$ cat src/rtl/chunk_addr_looper_pkg.sv
// Shared configuration for the chunk address looper: default geometry,
// command length width and the looper FSM state type.
// Optional feature macro: CHUNK_ADDR_LOOPER_SPLIT_EN (row splitting into bursts).
package TauCfg;

  localparam int unsigned GLOBAL_ADDR_BW = 16;
  localparam int unsigned DIM            = 3;
  localparam int unsigned N_ICFG         = 2;
  localparam int unsigned MAX_BURST      = 4;

`ifdef CHUNK_ADDR_LOOPER_SPLIT_EN
  localparam int unsigned LEN_BW = $clog2(MAX_BURST + 1);
`else
  localparam int unsigned LEN_BW = GLOBAL_ADDR_BW;
`endif

  typedef enum logic {
    IDLE = 1'b0,
    RUN  = 1'b1
  } looper_state_e;

endpackage

$ cat src/rtl/chunk_addr_looper_nd_counter.sv
// Multi-dimensional odometer: counter d runs 0..len[d]-1, the highest index
// varies fastest and carries toward index 0. o_last flags every counter at
// its final value.
module NDCounter #(
  parameter int unsigned BW  = 16,
  parameter int unsigned DIM = 2
) (
  input  logic                    i_clk,
  input  logic                    i_rst,
  input  logic                    i_clear,
  input  logic                    i_inc,
  input  logic [DIM-1:0][BW-1:0]  i_len,
  output logic [DIM-1:0][BW-1:0]  o_cnt,
  output logic                    o_last
);

  localparam logic [BW-1:0] ONE = BW'(1);

  logic [DIM-1:0][BW-1:0] cnt_q, cnt_d;
  logic [DIM-1:0]         at_end;
  logic                   carry;

  // Per-dimension final-value detection
  always_comb begin
    at_end = '0;
    for (int unsigned d = 0; d < DIM; d++) begin
      at_end[d] = (cnt_q[d] == i_len[d] - ONE);
    end
  end

  assign o_last = &at_end;
  assign o_cnt  = cnt_q;

  // Carry ripples from the fastest (highest index) dimension toward index 0
  always_comb begin
    cnt_d = cnt_q;
    carry = i_inc;
    for (int unsigned k = 0; k < DIM; k++) begin
      if (carry) begin
        if (at_end[DIM-1-k]) begin
          cnt_d[DIM-1-k] = '0;
        end else begin
          cnt_d[DIM-1-k] = cnt_q[DIM-1-k] + ONE;
          carry          = 1'b0;
        end
      end
    end
    if (i_clear) begin
      cnt_d = '0;
    end
  end

  // Counter state register
  always_ff @(posedge i_clk) begin
    if (i_rst) begin
      cnt_q <= '0;
    end else begin
      cnt_q <= cnt_d;
    end
  end

endmodule

$ cat src/rtl/chunk_addr_looper.sv
// Chunk address looper: accepts a chunk head (offset + per-config extent)
// and walks it as a sequence of row commands. Outer dimensions step as an
// odometer; the innermost dimension is emitted per row.
// Optional feature macro: CHUNK_ADDR_LOOPER_SPLIT_EN -- when defined, rows
// are split into commands of at most MAX_BURST words; otherwise one command
// per row with the full row length.
module chunk_addr_looper #(
  parameter  int unsigned GBW       = TauCfg::GLOBAL_ADDR_BW,
  parameter  int unsigned DIM       = TauCfg::DIM,
  parameter  int unsigned N_ICFG    = TauCfg::N_ICFG,
  parameter  int unsigned MAX_BURST = TauCfg::MAX_BURST,
  localparam int unsigned ICFG_BW   = $clog2(N_ICFG + 1),
`ifdef CHUNK_ADDR_LOOPER_SPLIT_EN
  localparam int unsigned LEN_BW    = $clog2(MAX_BURST + 1)
`else
  localparam int unsigned LEN_BW    = GBW
`endif
) (
  input  logic                                i_clk,
  input  logic                                i_rst,
  input  logic                                i_mofs_rdy,
  output logic                                i_mofs_ack,
  input  logic [DIM-1:0][GBW-1:0]             i_mofs,
  input  logic [ICFG_BW-1:0]                  i_id,
  input  logic [N_ICFG-1:0][DIM-1:0][GBW-1:0] i_mlen,
  output logic                                o_cmd_rdy,
  input  logic                                o_cmd_ack,
  output logic [DIM-1:0][GBW-1:0]             o_cmd_mofs,
  output logic [LEN_BW-1:0]                   o_cmd_len,
  output logic [ICFG_BW-1:0]                  o_cmd_id,
  output logic                                o_cmd_last
);

  import TauCfg::*;

  looper_state_e              state_q, state_d;
  logic [DIM-1:0][GBW-1:0]    base_q, base_d;
  logic [DIM-1:0][GBW-1:0]    len_q, len_d;
  logic [ICFG_BW-1:0]         id_q, id_d;
  logic [GBW-1:0]             w;
  logic [GBW-1:0]             rem;
  logic [LEN_BW-1:0]          cmd_len;
  logic                       row_end;
  logic                       cmd_last;
  logic [DIM-1:0][GBW-1:0]    sel_len;
  logic                       sel_zero;
  logic                       odo_clear;
  logic                       odo_inc;
  logic                       odo_last;
  logic [DIM-2:0][GBW-1:0]    cnt;

`ifdef CHUNK_ADDR_LOOPER_SPLIT_EN
  localparam logic [GBW-1:0] BURST_G = GBW'(MAX_BURST);
  logic [GBW-1:0] w_q, w_d;
  assign w = w_q;
`else
  assign w = '0;
`endif

  assign i_mofs_ack = (state_q == IDLE);
  assign o_cmd_rdy  = (state_q == RUN);

  // Extent lookup for the offered configuration; out-of-range ids read as empty
  always_comb begin
    sel_len = '0;
    for (int unsigned k = 0; k < N_ICFG; k++) begin
      if (i_id == ICFG_BW'(k)) begin
        sel_len = i_mlen[k];
      end
    end
    sel_zero = 1'b0;
    for (int unsigned d = 0; d < DIM; d++) begin
      if (sel_len[d] == '0) begin
        sel_zero = 1'b1;
      end
    end
  end

  // Current command length and end-of-row detection
  always_comb begin
    rem = len_q[DIM-1] - w;
`ifdef CHUNK_ADDR_LOOPER_SPLIT_EN
    // rem <= MAX_BURST is equivalent to w + cmd_len reaching the row length
    row_end = (rem <= BURST_G);
    cmd_len = row_end ? LEN_BW'(rem) : LEN_BW'(MAX_BURST);
`else
    row_end = 1'b1;
    cmd_len = rem;
`endif
    cmd_last = odo_last & row_end;
  end

  // Command payload, held at zero whenever no command is offered
  always_comb begin
    o_cmd_mofs = '0;
    o_cmd_len  = '0;
    o_cmd_id   = '0;
    o_cmd_last = 1'b0;
    if (state_q == RUN) begin
      for (int unsigned d = 0; d < DIM - 1; d++) begin
        o_cmd_mofs[d] = base_q[d] + cnt[d];
      end
      o_cmd_mofs[DIM-1] = base_q[DIM-1] + w;
      o_cmd_len         = cmd_len;
      o_cmd_id          = id_q;
      o_cmd_last        = cmd_last;
    end
  end

  // FSM next-state: accept a chunk in IDLE, step row/odometer in RUN
  always_comb begin
    state_d   = state_q;
    base_d    = base_q;
    len_d     = len_q;
    id_d      = id_q;
    odo_clear = 1'b0;
    odo_inc   = 1'b0;
`ifdef CHUNK_ADDR_LOOPER_SPLIT_EN
    w_d       = w_q;
`endif
    case (state_q)
      IDLE: begin
        if (i_mofs_rdy) begin
          base_d    = i_mofs;
          len_d     = sel_len;
          id_d      = i_id;
          odo_clear = 1'b1;
`ifdef CHUNK_ADDR_LOOPER_SPLIT_EN
          w_d       = '0;
`endif
          state_d   = sel_zero ? IDLE : RUN;
        end
      end
      RUN: begin
        if (o_cmd_ack) begin
          if (cmd_last) begin
            state_d = IDLE;
          end else if (row_end) begin
`ifdef CHUNK_ADDR_LOOPER_SPLIT_EN
            w_d     = '0;
`endif
            odo_inc = 1'b1;
          end
`ifdef CHUNK_ADDR_LOOPER_SPLIT_EN
          else begin
            w_d = w_q + GBW'(cmd_len);
          end
`endif
        end
      end
      default: state_d = IDLE;
    endcase
  end

  // FSM and latched chunk registers
  always_ff @(posedge i_clk) begin
    if (i_rst) begin
      state_q <= IDLE;
      base_q  <= '0;
      len_q   <= '0;
      id_q    <= '0;
`ifdef CHUNK_ADDR_LOOPER_SPLIT_EN
      w_q     <= '0;
`endif
    end else begin
      state_q <= state_d;
      base_q  <= base_d;
      len_q   <= len_d;
      id_q    <= id_d;
`ifdef CHUNK_ADDR_LOOPER_SPLIT_EN
      w_q     <= w_d;
`endif
    end
  end

  NDCounter #(
    .BW  (GBW),
    .DIM (DIM - 1)
  ) u_odometer (
    .i_clk   (i_clk),
    .i_rst   (i_rst),
    .i_clear (odo_clear),
    .i_inc   (odo_inc),
    .i_len   (len_q[DIM-2:0]),
    .o_cnt   (cnt),
    .o_last  (odo_last)
  );

endmodule

$ cat config.mk
export PLATFORM = sky130hd
export DESIGN_NAME = chunk_addr_looper
export DESIGN_NICKNAME = d
export VERILOG_FILES = /design/src/rtl/chunk_addr_looper_pkg.sv /design/src/rtl/chunk_addr_looper_nd_counter.sv /design/src/rtl/chunk_addr_looper.sv
export SDC_FILE = /design/constraint.sdc
export NUM_CORES = 1
export LEC_CHECK = 0
export BUFFER_PORTS_ARGS = -buffer_cell sky130_fd_sc_hd__buf_2
export CAP_MARGIN = 20
export CELL_PAD_IN_SITES_DETAIL_PLACEMENT = 2
export CELL_PAD_IN_SITES_GLOBAL_PLACEMENT = 2
export CORE_ASPECT_RATIO = 1.1
export CORE_MARGIN = 2
export CORE_UTILIZATION = 27
export DETAILED_ROUTE_END_ITERATION = 12
export HOLD_SLACK_MARGIN = 0.06
export PLACE_DENSITY = 0.77
export SLEW_MARGIN = 30
export SYNTH_ARGS = -nofsm -noshare
export SYNTH_HDL_FRONTEND = slang
export SYNTH_SLANG_ARGS = --single-unit
export TNS_END_PERCENT = 1
$ cat constraint.sdc
create_clock -name i_clk -period 3.2 [get_ports i_clk]
set_input_delay 0.32 -clock i_clk [delete_from_list [all_inputs] [get_ports i_clk]]
set_output_delay 0.32 -clock i_clk [all_outputs]
set_load 0.03 [all_outputs]
==> out/qor.yml <==
globalplace.congestion: 0.8290
register_area_um2: 2629
slew_headroom_pct: 54.34
finClkSkew_ps: 9.804
hold_viol_final: 0
fillerInstances: 3692
wl_um: 35720
period_needed_ps: 3269
viasPerCell: 5.159
holdBufCountCts: 0
nets: 1617
fmax_mhz: 305.9
ir_drop_v: 0.0003466
cts_buffers: 17
drtIter0Drc: 356
ys_seq_area_share_pct: 30.36
area_delta_synth_final_pct: 35.36
placed_cell_area_um2: 10630
synth_edf_count: 0
rows: 68
start_util_pct: 27.44
status: "finished, violations left"
mappedNetlistNets: 1364
drive_gt1_share_pct: 28.12
netlist_instances: 1178
grt_max_degree: 82
hold_end: "base_q[21]"
setup_slack_ps: -69.07
cpMaxStageDelayCell: "fa_2"
htree_num_levels: 4
die_height_um: 191.6
cts_sinks: 131
cts.clk_slew.worst_paths_ps: 70
cp_data_required_time_ps: 2880
critical-path-top-delay-family: "compound AO/OA/AOI/OAI gates"
die-area_um2: 33440
path_cells: "ha_4, fa_2, a21o_1, a21oi_2, o21a_1, nor3_2, a41o_1, o41ai_4, o211ai_1, mux2i_1, buf_4"
reg2reg_to: "u_odometer.o_cnt[27]"
finalSetupViolCount: 12
clock_latency_ps: 430
synth_flop_cell: "dfxtp_1"
cts_buffer_depth: 2
final_util_pct: 37.14
worstHoldPathCells: 3
rr_worst_depth: 10
r2r-start: "len_q[1]"
yosysUniqueCellTypes: 59
coreArea_um2: 31480
maxSlewViolCount: 0
grt_usage_pct: 21.32
drv_cap: 0
hp-class: "in2reg"
critPathArrivalTime_ps: 2950
multiInputGateArea_um2: 5998
final_area_um2: 11690
p_leak_uw: 0.005053
failed_checks: "setup timing"
numPortBuffers: 218
cts_tree: "yes"
critPathBufInv: 1
drt-pass1-iter-count: 4
dpl.hpwl_um: 26470
critical-path-max-stage-delay_ps: 350
ys_ff_latch: 131
start_kind: "register"
cp.depth: 11
hold_start: "i_mofs[21]"
grt_pass1_vias: 10540
post-place-ws_ps: -166.5
critPathKind: "reg2out"
crit_fanout: 3
rsz0062_at_grt: "true"
power_density_nw_per_um2: 412.4
timing.hold.ws_ps: 122.2
reg2reg_slack_ps: -60
drc: 0
synthArstFlopShare_pct: 0
yosysWarnings: 0
syn_area_per_cell_um2: 7.332
root_buffer: "clkbuf_16"
via_count: 9622
dp.cells: 1821
wire_per_inst_um: 19.15
syn_area_um2: 8637
die_w_um: 174.5
drtAntennaViolNets: 0
worst_pin_slew_ps: 680.7
final_cells: 1865
gr-total-overflow: 0
io_pins: 219
min_period_over_period_pct: 102.2
endpoint_kind: "output pin"
grt_first_pass_wirelength_um: 56590
antenna_found_initial: 1
-- power by group --
part	total (uW)	switching (uW)	internal [uW]
sequential	1750	50.2	1700
clock	2090	817	1270
combinational	985	592	393
total	4820	1460	3360
-- worst max-delay path by stage --
stage / slack (ps) / to / start
2_1_floorplan: 30 / o_cmd_mofs[30] / u_odometer.o_cnt[16]
3_3_place_gp: 40 / u_odometer.o_cnt[12] / len_q[16]
3_5_place_dp: -170 / u_odometer.o_cnt[5] / len_q[16]
4_1_cts: -90 / o_cmd_mofs[12] / base_q[0]
5_1_grt: -230 / o_cmd_mofs[14] / u_odometer.o_cnt[0]
6_report: -70 / o_cmd_mofs[14] / u_odometer.o_cnt[0]
-- logic make-up (layout without fill, tap and decap cells) --
kind of cell	count (synthesis)	count (layout)	synth area share [%]
AOI/OAI and AO/OA	259	259	17.75
xor gates and xnor gates	59	59	5.983
adders and majority gates	36	36	5.389
buffers and inverters	90	356	4.027
DFF	131	131	30.36
muxes	53	53	6.157
other	0	1	0
and+or+nand+nor	550	550	30.33
-- area by class of cell --
type	instances	share of cell area, %
Multi-Input combinational cell	957	51.31
Sequential cell	131	22.49
Timing Repair Buffer	306	15.88
Tap cell	420	4.495
Clock buffer	20	3.906
Clock inverter	12	1.327
Inverter	18	0.5779
Antenna cell	1	0.02140
-- placed cells by master, fill, tap and decap left out, drive strengths merged, types with 8 or more instances in the layout --
cell      n
a21oi   146
a31oi     9
and2     45
and3      9
buf     305
clkbuf   21
dfxtp   131
ha       34
inv      18
mux2i    52
nand2   242
nand3    17
nand4    18
nor2     95
nor2b     8
nor3     23
nor4     25
o211ai    9
o21ai    36
o31ai     8
or3      28
or4      14
xnor2    31
xor2     28
-- tightest hold or removal path, cell delays in order --
cell	delay, ps
buf_2	100
nand2_1	50
a21oi_1	50
-- synthesized netlist by cell type, types with 3 or more instances --
cell type	count	share of area [%]
o21a_1	7	0.61
and3b_1	3	0.30
xor2_1	28	2.8
nand3b_1	4	0.35
mux2i_1	52	6.0
a21oi_1	146	8.5
and3_1	9	0.65
or4b_1	4	0.46
or3_1	28	2.0
o21ai_0	16	0.93
nor2b_1	8	0.58
clkbuf_1	56	2.4
ha_1	34	4.9
nand4_1	18	1.3
a41o_1	3	0.35
buf_2	8	0.46
nand3_1	17	0.99
xnor2_1	31	3.1
nor4_1	24	1.7
o31ai_1	8	0.70
nor2_1	95	4.1
or4_1	14	1.2
a31oi_1	9	0.65
buf_1	8	0.35
o211ai_1	8	0.70
inv_1	17	0.74
o21ai_1	20	1.2
nor3_1	23	1.3
a21o_1	7	0.61
a211oi_1	5	0.43
nand2b_1	5	0.36
and2_1	45	3.3
o311ai_1	4	0.41
o41ai_1	6	0.61
a211o_1	4	0.41
dfxtp_1	131	30
nand2_1	242	11
or2_2	3	0.22
-- state kept, by name (all words and copies together) (netlist names) --
register,count
id_q,2
u_odometer.o_cnt,32
len_q,48
o_cmd_rdy,1
base_q,48
-- repair_timing --
| item | in CTS | in global routing |
|---|---|---|
| pin swaps | 17 | 15 |
| setup endpoints to repair | 39 | 39 |
| resized for setup | 42 | 42 |
| setup buffers | 9 | 2 |
-- metal layers --
metal / part of all wire [%] / vias to the layer above / GRT usage (%)
li1: - / 4639 / -
met1: 43 / 4689 / 25.56
met2: 50 / 254 / 39.42
met3: 4.6 / 38 / 3.464
met4: 1.7 / 2 / 5.609
met5: 0.036 / - / 0
-- stage by stage --
step                total power, uW  setup TNS (ps)
finish                         4821          -384.5
CTS                            4857          -661.7
detailed placement             2748           -1334
global route                   5059           -3678
global placement               2708               0
floorplan                      2344               0
(Power assumes the default switching activity.)
